**config.mk**
```make
export PLATFORM = sky130hd
export DESIGN_NAME = mask_window_filter
export DESIGN_NICKNAME = d
export VERILOG_FILES = /design/src/rtl/mask_window_filter.sv
export SDC_FILE = /design/constraint.sdc
export NUM_CORES = 1
export LEC_CHECK = 0
export CORE_ASPECT_RATIO = 1.2
export CORE_MARGIN = 2
export CORE_UTILIZATION = 59
export DETAILED_ROUTE_END_ITERATION = 8
export GPL_ROUTABILITY_DRIVEN = 0
export PLACE_DENSITY = 0.95
export REMOVE_ABC_BUFFERS = 1
export SLEW_MARGIN = 20
export SYNTH_ARGS = -nofsm -noshare
export SYNTH_HDL_FRONTEND = slang
export SYNTH_SLANG_ARGS = --single-unit
export TNS_END_PERCENT = 5
```
**constraint.sdc**
```tcl
create_clock -name clk -period 6.2 [get_ports clk]
set_input_delay 1.24 -clock clk [delete_from_list [all_inputs] [get_ports clk]]
set_output_delay 1.24 -clock clk [all_outputs]
set_load 0.005 [all_outputs]
```
**src/rtl/mask_window_filter.sv**
```systemverilog
// 3x3 neighbourhood vote filter for the 1-bit segmentation mask.
// Column taps are fed by the current pixel and two line-buffer outputs. Each accepted sample
// completes the window centred one row up and one column left. That window is registered, then
// popcounted and compared against THRESH.
module mask_window_filter #(
  parameter int unsigned WIDTH     = 640,
  parameter int unsigned HEIGHT    = 480,
  parameter int unsigned COL_WIDTH = 10,
  parameter int unsigned ROW_WIDTH = 10,
  parameter int unsigned THRESH    = 5
) (
  input  logic                 clk,
  input  logic                 reset_n,
  input  logic                 in_valid,
  input  logic [COL_WIDTH-1:0] col,
  input  logic [ROW_WIDTH-1:0] row,
  input  logic                 px_cur,
  input  logic                 px_up1,
  input  logic                 px_up2,
  output logic                 out_valid,
  output logic [COL_WIDTH-1:0] out_col,
  output logic [ROW_WIDTH-1:0] out_row,
  output logic [3:0]           out_count,
  output logic                 out_px
);

  if (THRESH < 1 || THRESH > 9) begin : g_bad_thresh
    $error("mask_window_filter: THRESH must be in 1..9");
  end

  localparam logic [COL_WIDTH-1:0] ColOne = COL_WIDTH'(1);
  localparam logic [ROW_WIDTH-1:0] RowOne = ROW_WIDTH'(1);

  // Ones in a 9-bit window; the result is at most 9, so it fits in 4 bits.
  function automatic logic [3:0] popcount9(input logic [8:0] v);
    logic [3:0] n;
    n = '0;
    for (int i = 0; i < 9; i++) begin
      n = n + {3'b000, v[i]};
    end
    return n;
  endfunction

  // ---------------------------------------------------------------------------
  // Input qualification
  // ---------------------------------------------------------------------------
  logic w_accept;
  logic w_col_first;
  logic w_emit;
  logic w_border;

  // Out-of-range coordinates are ignored, the same guard the line buffers apply on write.
  always_comb begin
    w_accept    = in_valid && (32'(col) < WIDTH) && (32'(row) < HEIGHT);
    w_col_first = (col == '0);
    w_emit      = w_accept && (row != '0) && (col != '0);
    // The centre lands on row 0 or col 0, so the window hangs off the frame edge.
    w_border    = (row == RowOne) || (col == ColOne);
  end

  // ---------------------------------------------------------------------------
  // Column shift registers: bit 0 = newest column (col), bit 2 = oldest (col-2)
  // ---------------------------------------------------------------------------
  logic [2:0] r_top, r_mid, r_bot;
  logic [2:0] w_top_nxt, w_mid_nxt, w_bot_nxt;

  // Shift on accepted samples; at the start of a line the older taps are cleared.
  always_comb begin
    w_top_nxt = r_top;
    w_mid_nxt = r_mid;
    w_bot_nxt = r_bot;
    if (w_accept) begin
      if (w_col_first) begin
        w_top_nxt = {2'b00, px_up2};
        w_mid_nxt = {2'b00, px_up1};
        w_bot_nxt = {2'b00, px_cur};
      end else begin
        w_top_nxt = {r_top[1:0], px_up2};
        w_mid_nxt = {r_mid[1:0], px_up1};
        w_bot_nxt = {r_bot[1:0], px_cur};
      end
    end
  end

  // Window tap state.
  always_ff @(posedge clk or negedge reset_n) begin
    if (!reset_n) begin
      r_top <= '0;
      r_mid <= '0;
      r_bot <= '0;
    end else begin
      r_top <= w_top_nxt;
      r_mid <= w_mid_nxt;
      r_bot <= w_bot_nxt;
    end
  end

  // Centre coordinates and emit flag travelling alongside the tap update.
  logic                 r_tap_emit;
  logic                 r_tap_border;
  logic [COL_WIDTH-1:0] r_tap_col;
  logic [ROW_WIDTH-1:0] r_tap_row;

  // Capture the centre of the window completed by this sample.
  always_ff @(posedge clk or negedge reset_n) begin
    if (!reset_n) begin
      r_tap_emit   <= 1'b0;
      r_tap_border <= 1'b0;
      r_tap_col    <= '0;
      r_tap_row    <= '0;
    end else begin
      r_tap_emit <= w_emit;
      if (w_emit) begin
        r_tap_border <= w_border;
        r_tap_col    <= col - ColOne;
        r_tap_row    <= row - RowOne;
      end
    end
  end

  // ---------------------------------------------------------------------------
  // Stage 1: registered window, centre and emit flag
  // ---------------------------------------------------------------------------
  logic                 r_s1_emit;
  logic                 r_s1_border;
  logic [8:0]           r_s1_win;
  logic [COL_WIDTH-1:0] r_s1_col;
  logic [ROW_WIDTH-1:0] r_s1_row;

  // Snapshot the completed window so the taps are free to shift on the next sample.
  always_ff @(posedge clk or negedge reset_n) begin
    if (!reset_n) begin
      r_s1_emit   <= 1'b0;
      r_s1_border <= 1'b0;
      r_s1_win    <= '0;
      r_s1_col    <= '0;
      r_s1_row    <= '0;
    end else begin
      r_s1_emit <= r_tap_emit;
      if (r_tap_emit) begin
        r_s1_border <= r_tap_border;
        r_s1_win    <= {r_top, r_mid, r_bot};
        r_s1_col    <= r_tap_col;
        r_s1_row    <= r_tap_row;
      end
    end
  end

  // ---------------------------------------------------------------------------
  // Stage 2: vote and output registers
  // ---------------------------------------------------------------------------
  logic [3:0] w_count;
  logic       w_px;

  // Border windows are incomplete and always vote 0.
  always_comb begin
    w_count = r_s1_border ? 4'd0 : popcount9(r_s1_win);
    w_px    = !r_s1_border && (32'(w_count) >= THRESH);
  end

  logic                 r_out_valid;
  logic                 r_out_px;
  logic [3:0]           r_out_count;
  logic [COL_WIDTH-1:0] r_out_col;
  logic [ROW_WIDTH-1:0] r_out_row;

  // Output data updates only on emitted windows and holds through bubbles.
  always_ff @(posedge clk or negedge reset_n) begin
    if (!reset_n) begin
      r_out_valid <= 1'b0;
      r_out_px    <= 1'b0;
      r_out_count <= '0;
      r_out_col   <= '0;
      r_out_row   <= '0;
    end else begin
      r_out_valid <= r_s1_emit;
      if (r_s1_emit) begin
        r_out_px    <= w_px;
        r_out_count <= w_count;
        r_out_col   <= r_s1_col;
        r_out_row   <= r_s1_row;
      end
    end
  end

  assign out_valid = r_out_valid;
  assign out_px    = r_out_px;
  assign out_count = r_out_count;
  assign out_col   = r_out_col;
  assign out_row   = r_out_row;

endmodule

```
# Yosys cells after proc, flatten, opt, wreduce, memory -nomap -nowiden
# Cells that the tools add are included.
# word_totals
input_bits	26
elab_cells	46
out_inout_bits	26
regBits	88
# classes
n_addsub	10
n_lt_le_gt_ge	3
n_mux	4
n_reduce_logical	10
n_eq_ne	2
# op_table
operator	n
4-bit by 1-bit adder with 4-bit output	5
10-bit by 1-bit equality test with 1-bit output (second input constant)	2
10-bit nonzero test	2
10-bit by 1-bit subtractor with 10-bit output (second input constant)	2
10-bit zero test	1
10-bit less-than comparator (second input constant)	1
10-bit by 9-bit less-than comparator with 1-bit output (second input constant)	1
3-bit two-way mux	3
1-bit logical AND	5
3-bit by 1-bit adder with 4-bit output	1
4-bit by 3-bit >= comparator with 1-bit output (second input constant)	1
4-bit two-way mux	1
2-bit by 1-bit adder with 3-bit output	1
1-bit by 1-bit adder with 2-bit output	1
1-bit zero test	1
1-bit logical OR	1

# Longest topological paths before layout
# Gate-level depths: netlist of the first run.
# logic_depth
word_depth	11
depth_mapped	10
ltp_nobuf	10

# Least setup slack after synthesis of the first run
# OpenSTA, ideal clock, no wires.
# synth_path
path_kind	register to register
start	reg r_s1_win[0]
end	reg r_out_px, in the netlist out_px
synth_period_minus_slack_ns	3.052
stages_incl_launch_ff	10
t_arrival_ns	2.909
setup_time_ns	0.143
setup_slack_ns	3.148
required_ns	6.057
path_buffers	0
cell_sequence	dfrtp_1 fa_1 inv_1 fa_1 fa_1 fa_1 inv_1 fa_1 nor2b_1 o221ai_1
# synth_between
elab_chain_cells	11
# synth_rtl
element	line	text
from (decl)	126	logic [8:0] r_s1_win;
from (signal assigned)	142	r_s1_win <= {r_top, r_mid, r_bot};
1-bit by 1-bit adder with 2-bit output	39	n = n + {3'b000, v[i]};
2-bit by 1-bit adder with 3-bit output	39	
3-bit by 1-bit adder with 4-bit output	39	
4-bit by 1-bit adder with 4-bit output (5 in a row)	39	
4-bit two-way mux	157	w_count = r_s1_border ? 4'd0 : popcount9(r_s1_win);
4-bit by 3-bit >= comparator with 1-bit output	158	w_px = !r_s1_border && (32'(w_count) >= THRESH);
1-bit logical AND	158	
to (signal assigned)	178	r_out_px <= w_px;
to (decl)	162	logic r_out_px;
# No other way between the ends.
# A chain may end at the register's enable or synchronous reset.

# Final worst setup path of the first run
# Ends and elaborated chain as after synthesis.

==> run_results.csv, run 1 <==
group,metric,value,unit
die,die_h,92.88,um
yosys,avgSynthCellArea,13.72,um^2
die,die-area,7250,um^2
critical_path,crit_family,"adder cells",
layout,nNetsFinal,373,
clocking,path_clk_slew,80,ps
timing,hold_ws,501.8,ps
clocking,numCtsBuffers,9,
critical_path,crit_start,"r_s1_win[0]",
critical_path,critPathKind,"flop to flop",
yosys,synth-seq-cells,88,
yosys,synth_top_area_share,56.70,%
routing,drt_iter0_drc,184,
yosys,netlist_instances,283,
yosys,synthDistinctLibCells,40,
clocking,cts_htree_levels,3,
timing,min_period,3204,ps
place,io_buffers,51,
clocking,clk_latency,350,ps
timing,tns,0,ps
worst_hold_path,hold_path.class,"flop to flop",
timing,rsz0062_at_grt,"no",
die,die_w,78.07,um
timing,fin_crit_sh,51.68,%
yosys,synthXorXnorAreaFrac,3.383,%
clocking,cts_resized,0,
power,vdd_drop_max,194.8,uV
yosys,synth-edff-count,0,
power,power_density,401.6,nW/um^2
yosys,synthMuxAreaShare,20.14,%
timing,slew_violations,0,
die,ioPinCount,52,
critical_path,slowest_stage,"fa_1",
timing,hold_violations,0,
yosys,synth_largest_area_cell,"dfrtp_1",
layout,n_antenna_cell,0,
timing,fmax,312.1,MHz
power,cellLeakagePower,0.002048,uW
critical_path,cp-start-kind,"flop",
critical_path,worstPathMaxFanout,2,
yosys,synth_top_family_by_area,"multiplexers",
place,hpwl,4728,um
clocking,cts_sinks,88,
clocking,clockBufferDepth,2,
run,max_cap_viol_count,0,
routing,firstDrtPassIters,4,
critical_path,critical_path_required,6410,ps
yosys,synth-adder-area-share,4.510,%
critical_path,timing.rr.start,"r_s1_win[0]",
clocking,cts_setup_buffers,0,
worst_hold_path,hp-start,"r_bot[2]",
status,outcome,"finished clean",
timing,tightestPinTransition,763.8,ps
yosys,synthFlopType,"dfrtp_1",
critical_path,crit_buf_inv,2,
yosys,synth_compound_area_share,3.898,%
power,p_total,1875,uW
global_routing,grt-ovfl-total,0,
clocking,cts_hold_buf,0,
layout,drive_gt1_share,26.47,%
routing,wire_per_inst,16.56,um
layout,syn_to_final_growth,20.20,%
timing,clock_skew,8.050,ps
die,start_util,60.63,%
yosys,ys_warn_count,0,
die,fp-row-count,32,
critical_path,critPathMaxStageDelay,530,ps
timing,setup_viol,0,
global_routing,grt_max_degree,89,
routing,drc,0,
critical_path,worst_setup_path_end_kind,"flop",
die,core,6406,um^2
critical_path,path_cells,"fa_1 -> inv_1 -> fa_1 -> fa_1 -> fa_1 -> inv_1 -> fa_1 -> nor2b_1 -> o221ai_1",
global_routing,grt_pass1_vias,2412,
yosys,async_flop_share,100.0,%
global_routing,antenna_found_initial,0,
critical_path,crit_top_cell,"fa_1",
yosys,synth.top_cells.by_area,"dfrtp_1, mux2_2, mux2_4",
clocking,cts_tree,"done",
global_routing,grt_pass1_wl,11730,um
yosys,yosysSeqAreaShare,56.70,%
routing,viasPerCell,5.532,
yosys,synth_area,3884,um^2
critical_path,crit_arrival,3410,ps
clocking,root_buffer,"clkbuf_8",
yosys,synth_simple_gate_area_share,7.603,%
routing,drt_wl_total,7038,um
layout,fillers,393,
routing,ant_nets,0,
global_routing,track_usage,21.30,%
routing,via_count,2351,
timing,relSlewSlack,49.08,%
[flip-flops by register name, indices dropped and copies added, names as in the netlist]
signal	cells
out_valid	1
r_s1_border	1
r_mid	3
r_tap_col	10
r_tap_row	10
out_col	10
r_tap_emit	1
out_count	4
out_px	1
r_s1_col	10
r_s1_emit	1
out_row	10
r_s1_row	10
r_tap_border	1
r_bot	3
r_s1_win	9
r_top	3
[logic make-up (layout without fill, tap and decap cells)]
family	after synthesis	after routing
AOI/OAI and AO/OA	22	22
xor gates and xnor gates	15	15
adders and majority gates	11	11
buffers and inverters	31	88
DFF	88	88
muxes	67	67
and+or+nand+nor	49	49
[cells in the mapped netlist (all sizes together) (2+ instances only)]
cell	n
nor4	2
ha	6
clkbuf	6
nor2	7
xor2	6
mux2i	2
dfrtp	88
nand2	14
nand3b	3
a31oi	2
fa	5
a22o	7
buf	4
nand3	8
nand4	2
o21ai	10
mux2	65
xnor2	9
nor3	5
inv	21
nor2b	3
[worst min-delay path, cell delays in order (launching register included)]
cell and delay, ps:
dfrtp_1 360, nand2_1 50, o21ai_0 60
[cell type report]
cell class              instances  area [um^2]  area share [%]
inverters                      21        83.83           1.796
multi-input cells             164         1535           32.89
clock inverters                 3        65.06           1.394
well taps                      85        106.4           2.278
clock buffers                  12        155.1           3.324
flip-flops and latches         88         2203           47.20
repair buffers                 52        519.2           11.12
[through the flow]
| step | instances | utilization [%] | cell area, um^2 | setup slack, ps |
|---|---|---|---|---|
| floorplan | 273 | - | 3821 | 3133 |
| CTS | 425 | 72.79 | 4663 | 2948 |
| global route | 425 | 72.87 | 4668 | 2831 |
| finish | 425 | 72.87 | 4668 | 2996 |
| global placement | 410 | 69.36 | 4443 | 3019 |
| detailed placement | 410 | 69.36 | 4443 | 2949 |
[cells in the final DEF (no fill, tap or decap), types with 3 or more instances in the layout]
| cell type | count |
|---|---|
| ha_1 | 6 |
| clkdlybuf4s50_1 | 50 |
| inv_1 | 20 |
| o21ai_0 | 9 |
| a22o_1 | 7 |
| nor2_1 | 7 |
| nand2_1 | 14 |
| fa_1 | 5 |
| xor2_1 | 6 |
| nor3_1 | 3 |
| xnor2_1 | 9 |
| mux2_2 | 57 |
| clkbuf_8 | 11 |
| nand3_1 | 5 |
| nor2b_1 | 3 |
| dfrtp_1 | 87 |
| mux2_4 | 8 |
| nand3b_1 | 3 |
[worst paths after layout]
kind                                end  slack, ps  cells after the start
max                              out_px       3000                      9
min                         r_s1_win[2]        500                      2
min reg2reg                 r_s1_win[2]        500                      2
max reg2reg                      out_px       3000                      9
max in group asynchronous     r_s1_emit       4730                      1
min in group asynchronous  out_count[2]        930                      1
[report_power, final]
part	total, uW	switching (uW)	internal [uW]
logic	576	215	361
registers	864	105	758
clock network	436	189	246
total	1870	509	1370
[per-layer routing]
| metal | GRT usage, % | part of all wire [%] | wire length, um |
|---|---|---|---|
| met3 | 2.827 | 3.7 | 257 |
| met4 | 10.67 | 2.4 | 167 |
| met2 | 35.85 | 52 | 3663 |
| met5 | 0 | 0 | 0 |
| met1 | 27.19 | 42 | 2949 |
Note: power is estimated with default switching activity, not from simulation.
==> run 2, diff against run 1 <==
--- a/config.mk
+++ b/config.mk
@@ -7,10 +7,10 @@
 export LEC_CHECK = 0
 export CORE_ASPECT_RATIO = 1.2
 export CORE_MARGIN = 2
-export CORE_UTILIZATION = 59
+export CORE_UTILIZATION = 49
 export DETAILED_ROUTE_END_ITERATION = 8
 export GPL_ROUTABILITY_DRIVEN = 0
-export PLACE_DENSITY = 0.95
+export PLACE_DENSITY = 0.86
 export REMOVE_ABC_BUFFERS = 1
 export SLEW_MARGIN = 20
 export SYNTH_ARGS = -nofsm -noshare
==> constraint.sdc (replaced) <==
create_clock -name clk -period 2.8 [get_ports clk]
set_input_delay 0.56 -clock clk [delete_from_list [all_inputs] [get_ports clk]]
set_output_delay 0.56 -clock clk [all_outputs]
set_load 0.005 [all_outputs]
==> run_results.csv, run 2 (synthesis results as in run 1) <==
group,metric,value,unit
status,outcome,"finished with violations",
status,violations,"setup timing",
routing,via_count,2354,
layout,final_common_cell,"dfrtp_1",
power,power_density,882.4,nW/um^2
critical_path,crit_family,"adder cells",
power,internal_power,3002,uW
place,io_buffers,51,
die,die-area,8657,um^2
critical_path,cp-start-kind,"flop",
power,sw_frac_of_total,27.75,%
timing,relSlewSlack,54.02,%
critical_path,critical_path_required,3020,ps
place,place_inst,420,
critical_path,crit_buf_inv,2,
clocking,clockBufferDepth,2,
clocking,clk_latency,350,ps
critical_path,crit_arrival,3350,ps
clocking,numCtsBuffers,9,
critical_path,critPathKind,"flop to flop",
critical_path,slowest_stage,"fa_1",
critical_path,r2r_setup_slack,-330,ps
die,die_w,85.27,um
power,pwr-share-comb,31.5,%
global_routing,track_usage,17.44,%
timing,tns,-884.9,ps
die,fp-row-count,35,
routing,drt_wl_total,6952,um
timing,fin_crit_sh,111.8,%
critical_path,r2r_cells,9,
layout,final_cell_mix,"dfrtp_1, mux2_2, clkdlybuf4s50_1",
die,die_h,101.5,um
layout,multi_input_area,1538,um^2
global_routing,grt_pass1_vias,2405,
global_routing,grt_max_degree,55,
die,core,7707,um^2
timing,clock_skew,9.299,ps
timing,setup_viol,4,
critical_path,critPathMaxStageDelay,530,ps
layout,n_antenna_cell,0,
critical_path,crit_top_cell,"fa_1",
layout,fin_cells,436,
routing,drt_iter0_drc,111,
routing,drc,0,
critical_path,worst_setup_path_end_kind,"flop",
global_routing,grt_pass1_wl,11450,um
run,max_cap_viol_count,0,
critical_path,timing.rr.start,"r_s1_win[0]",
layout,syn_to_final_growth,21.26,%
timing,slew_violations,0,
power,switchingPower,1153,uW
clocking,cts_htree_levels,3,
clocking,root_buffer,"clkbuf_8",
clocking,cts_sinks,88,
clocking,cts_tree,"done",
power,clkPwrFrac,22.9,%
routing,wire_per_inst,15.94,um
routing,viasPerCell,5.399,
timing,layout_setup_ws,-331.8,ps
layout,fillers,589,
power,vdd_drop_max,619.1,uV
routing,ant_nets,0,
timing,min_period,3132,ps
place,hpwl,4928,um
routing,firstDrtPassIters,4,
critical_path,path_cells,"fa_1 -> inv_1 -> fa_1 -> fa_1 -> fa_2 -> inv_2 -> fa_1 -> nor2b_1 -> o221ai_1",
timing,tightestPinTransition,689.8,ps
layout,drive_gt1_share,27.62,%
layout,nNetsFinal,376,
critical_path,worstPathMaxFanout,2,
die,start_util,50.39,%
global_routing,grt-ovfl-total,0,
timing,rsz0062_at_grt,"yes",
power,cellLeakagePower,0.002057,uW
worst_hold_path,hold_path.class,"primary input to async pin",
power,seqPwrFrac,45.6,%
clocking,path_clk_slew,90,ps
global_routing,antenna_found_initial,0,
timing,fmax,319.3,MHz
timing,hold_violations,0,
layout,regArea,2202,um^2
die,ioPinCount,52,
critical_path,reg2reg_to,"out_px",
[run 2: layout make-up]
class / count / area share, %
clock inverters: 6 / 1.966
well taps: 92 / 2.444
multi-input cells: 164 / 32.65
flip-flops and latches: 88 / 46.76
clock buffers: 10 / 2.710
repair buffers: 55 / 11.69
inverters: 21 / 1.780
[run 2: worst register-to-register path, delay by kind of cell (launching register included)]
| kind | cells | cell delay (ps) |
|---|---|---|
| compound gates | 1 | 100 |
| flops | 1 | 400 |
| buf+inv | 2 | 120 |
| simple gates | 1 | 130 |
| fa+ha+maj | 5 | 2240 |
[run 2: how the worst max path moves through the flow]
stage | cells after the start | to | startpoint
after global routing | 9 | out_px | r_s1_win[0]
final | 9 | out_px | r_s1_win[0]
after detailed placement | 9 | out_px | r_s1_win[0]
after CTS | 9 | out_px | r_s1_win[0]
after floorplan | 9 | out_px | r_s1_win[0]
after global placement | 9 | out_px | r_s1_win[0]
[run 2: power by group through the flow]
stage	Sequential, uW	Combinational, uW	Clock, uW
floorplan	1890	715	0
global placement	1900	1230	0
detailed placement	1920	1300	0
finish	1890	1310	950
global route	1950	1450	1040
CTS	1900	1340	982
[run 2: repair_timing]
| item | in CTS | in global routing |
|---|---|---|
| pin swaps | 1 | 1 |
| buffers inserted | 0 | 0 |
| resized for setup | 2 | 0 |
| hold buffers | 0 | 0 |
| endpoints found under the setup margin | 4 | 5 |
[run 2: metrics by stage]
step | setup WS [ps] | util [%] | hold slack (ps) | area [um^2] | total power [uW]
after floorplan | -267.1 | - | 264.4 | 3821 | 2604
after global placement | -289.9 | 58.21 | 470.6 | 4487 | 3131
after detailed placement | -388.0 | 58.21 | 474.5 | 4487 | 3228
after CTS | -403.8 | 61.10 | 263.7 | 4710 | 4225
after global routing | -426.5 | 61.10 | 305.1 | 4710 | 4439
final | -331.8 | 61.10 | 256.3 | 4710 | 4156
[run 2: metal layers]
metal / share of wire, % / GRT usage (%) / up-vias
met5: 0 / 0 / -
met3: 3.8 / 2.852 / 8
met4: 1.3 / 8.669 / 0
met2: 52 / 29.63 / 58
li1: - / - / 1081
met1: 42 / 21.72 / 1207
==> run 3, diff against run 2 <==
--- a/config.mk
+++ b/config.mk
@@ -5,14 +5,15 @@
 export SDC_FILE = /design/constraint.sdc
 export NUM_CORES = 1
 export LEC_CHECK = 0
+export ABC_AREA = 0
 export CORE_ASPECT_RATIO = 1.2
 export CORE_MARGIN = 2
 export CORE_UTILIZATION = 49
 export DETAILED_ROUTE_END_ITERATION = 8
 export GPL_ROUTABILITY_DRIVEN = 0
+export MAX_ROUTING_LAYER = met4
 export PLACE_DENSITY = 0.86
 export REMOVE_ABC_BUFFERS = 1
-export SLEW_MARGIN = 20
 export SYNTH_ARGS = -nofsm -noshare
 export SYNTH_HDL_FRONTEND = slang
 export SYNTH_SLANG_ARGS = --single-unit
==> run_results.csv, run 3 (synthesis results as in run 1) <==
group,metric,value,unit
layout,final_cell_mix,"dfrtp_1, mux2_2, clkdlybuf4s50_1",
status,outcome,"finished with violations",
routing,via_count,2352,
power,cellLeakagePower,0.002057,uW
global_routing,grt_pass1_vias,2398,
die,core,7707,um^2
clocking,cts_sinks,88,
routing,drc,0,
routing,drt_wl_total,6966,um
die,ioPinCount,52,
clocking,clk_latency,360,ps
routing,wire_per_inst,15.98,um
power,power_density,882.1,nW/um^2
timing,rsz0062_at_grt,"yes",
routing,viasPerCell,5.394,
run,max_cap_viol_count,0,
status,violations,"setup timing",
clocking,clockBufferDepth,2,
die,fp-row-count,35,
worst_hold_path,hold_path.class,"primary input to async pin",
clocking,cts_tree,"done",
critical_path,worstPathMaxFanout,2,
global_routing,grt-ovfl-total,0,
layout,final_util,61.10,%
clocking,cts_htree_levels,3,
place,hpwl,4928,um
timing,clock_skew,10.65,ps
global_routing,antenna_found_initial,0,
die,die_h,101.5,um
place,post-place-ws,-388.0,ps
layout,syn_to_final_growth,21.26,%
timing,tightestPinTransition,691.3,ps
power,vdd_drop_max,620.4,uV
critical_path,crit_arrival,3350,ps
global_routing,grt_pass1_wl,11450,um
die,die-area,8657,um^2
critical_path,cp-start-kind,"flop",
timing,fin_crit_sh,111.8,%
timing,fmax,319.3,MHz
global_routing,track_usage,18.07,%
die,start_util,50.39,%
timing,hold_violations,0,
routing,ant_nets,0,
timing,layout_setup_ws,-331.7,ps
layout,n_antenna_cell,0,
layout,drive_gt1_share,27.62,%
routing,firstDrtPassIters,4,
die,die_w,85.27,um
routing,drt_iter0_drc,77,
timing,min_period,3132,ps
layout,fillers,589,
timing,slew_violations,0,
power,p_total,4154,uW
place,io_buffers,51,
clocking,path_clk_slew,100,ps
timing,setup_viol,4,
critical_path,critPathKind,"flop to flop",
clocking,cts_hold_buf,0,
timing,tns,-883.6,ps
global_routing,grt_max_degree,55,
clocking,root_buffer,"clkbuf_8",
timing,relSlewSlack,53.91,%
layout,nNetsFinal,376,
clocking,numCtsBuffers,9,
layout,final_common_cell,"dfrtp_1",
critical_path,critical_path_required,3020,ps
critical_path,worst_setup_path_end_kind,"flop",
## run 3: timing repair
item | CTS | global route
gates resized for setup | 2 | 0
endpoints found under the setup margin | 4 | 5
buffers inserted | 0 | 0
pin swaps | 1 | 1
## run 3: worst paths after layout
kind	start	end	slack (ps)	cells past startpoint
max reg2reg	r_s1_win[0]	out_px	-330	9
min in group clk	r_top[2]	r_s1_win[8]	500	2
max in group asynchronous	reset_n	r_top[2]	1910	2
max	r_s1_win[0]	out_px	-330	9
min	reset_n	r_s1_row[5]	250	1
min reg2reg	r_top[2]	r_s1_win[8]	500	2
## run 3: per-stage QoR
stage / std cells / hold WS, ps / area (um^2)
floorplan: 273 / 264.4 / 3821
global placement: 420 / 470.6 / 4487
detailed placement: 420 / 474.5 / 4487
CTS: 436 / 263.7 / 4710
global route: 436 / 301.2 / 4710
finish: 436 / 255.0 / 4710
## run 3: cell type report
cell class / count / area [um^2] / area share, %
Multi-Input combinational cell: 164 / 1538 / 32.65
Sequential cell: 88 / 2202 / 46.76
Clock buffer: 10 / 127.6 / 2.710
Clock inverter: 6 / 92.59 / 1.966
Tap cell: 92 / 115.1 / 2.444
Timing Repair Buffer: 55 / 550.5 / 11.69
Inverter: 21 / 83.83 / 1.780
## run 3: critical path, stage by stage, from the launching register on
cell,delay [ps]
dfrtp_1,400
fa_1,530
inv_1,50
fa_1,500
fa_1,440
fa_2,350
inv_2,70
fa_1,420
nor2b_1,130
o221ai_1,100
## run 3: metal layers
metal | track usage, % | vias up | routed length [um]
li1 | - | 1082 | -
met3 | 3.912 | 9 | 253
met5 | - | - | 0
met2 | 29.51 | 54 | 3639
met1 | 21.99 | 1207 | 2971
met4 | 7.204 | 0 | 102
## run 3: report_power, final
group	internal [uW]	leakage, uW	switching, uW
registers	1680	0.00107	215
clock network	507	0.000103	445
logic	816	0.000881	493
total	3000	0.00206	1150
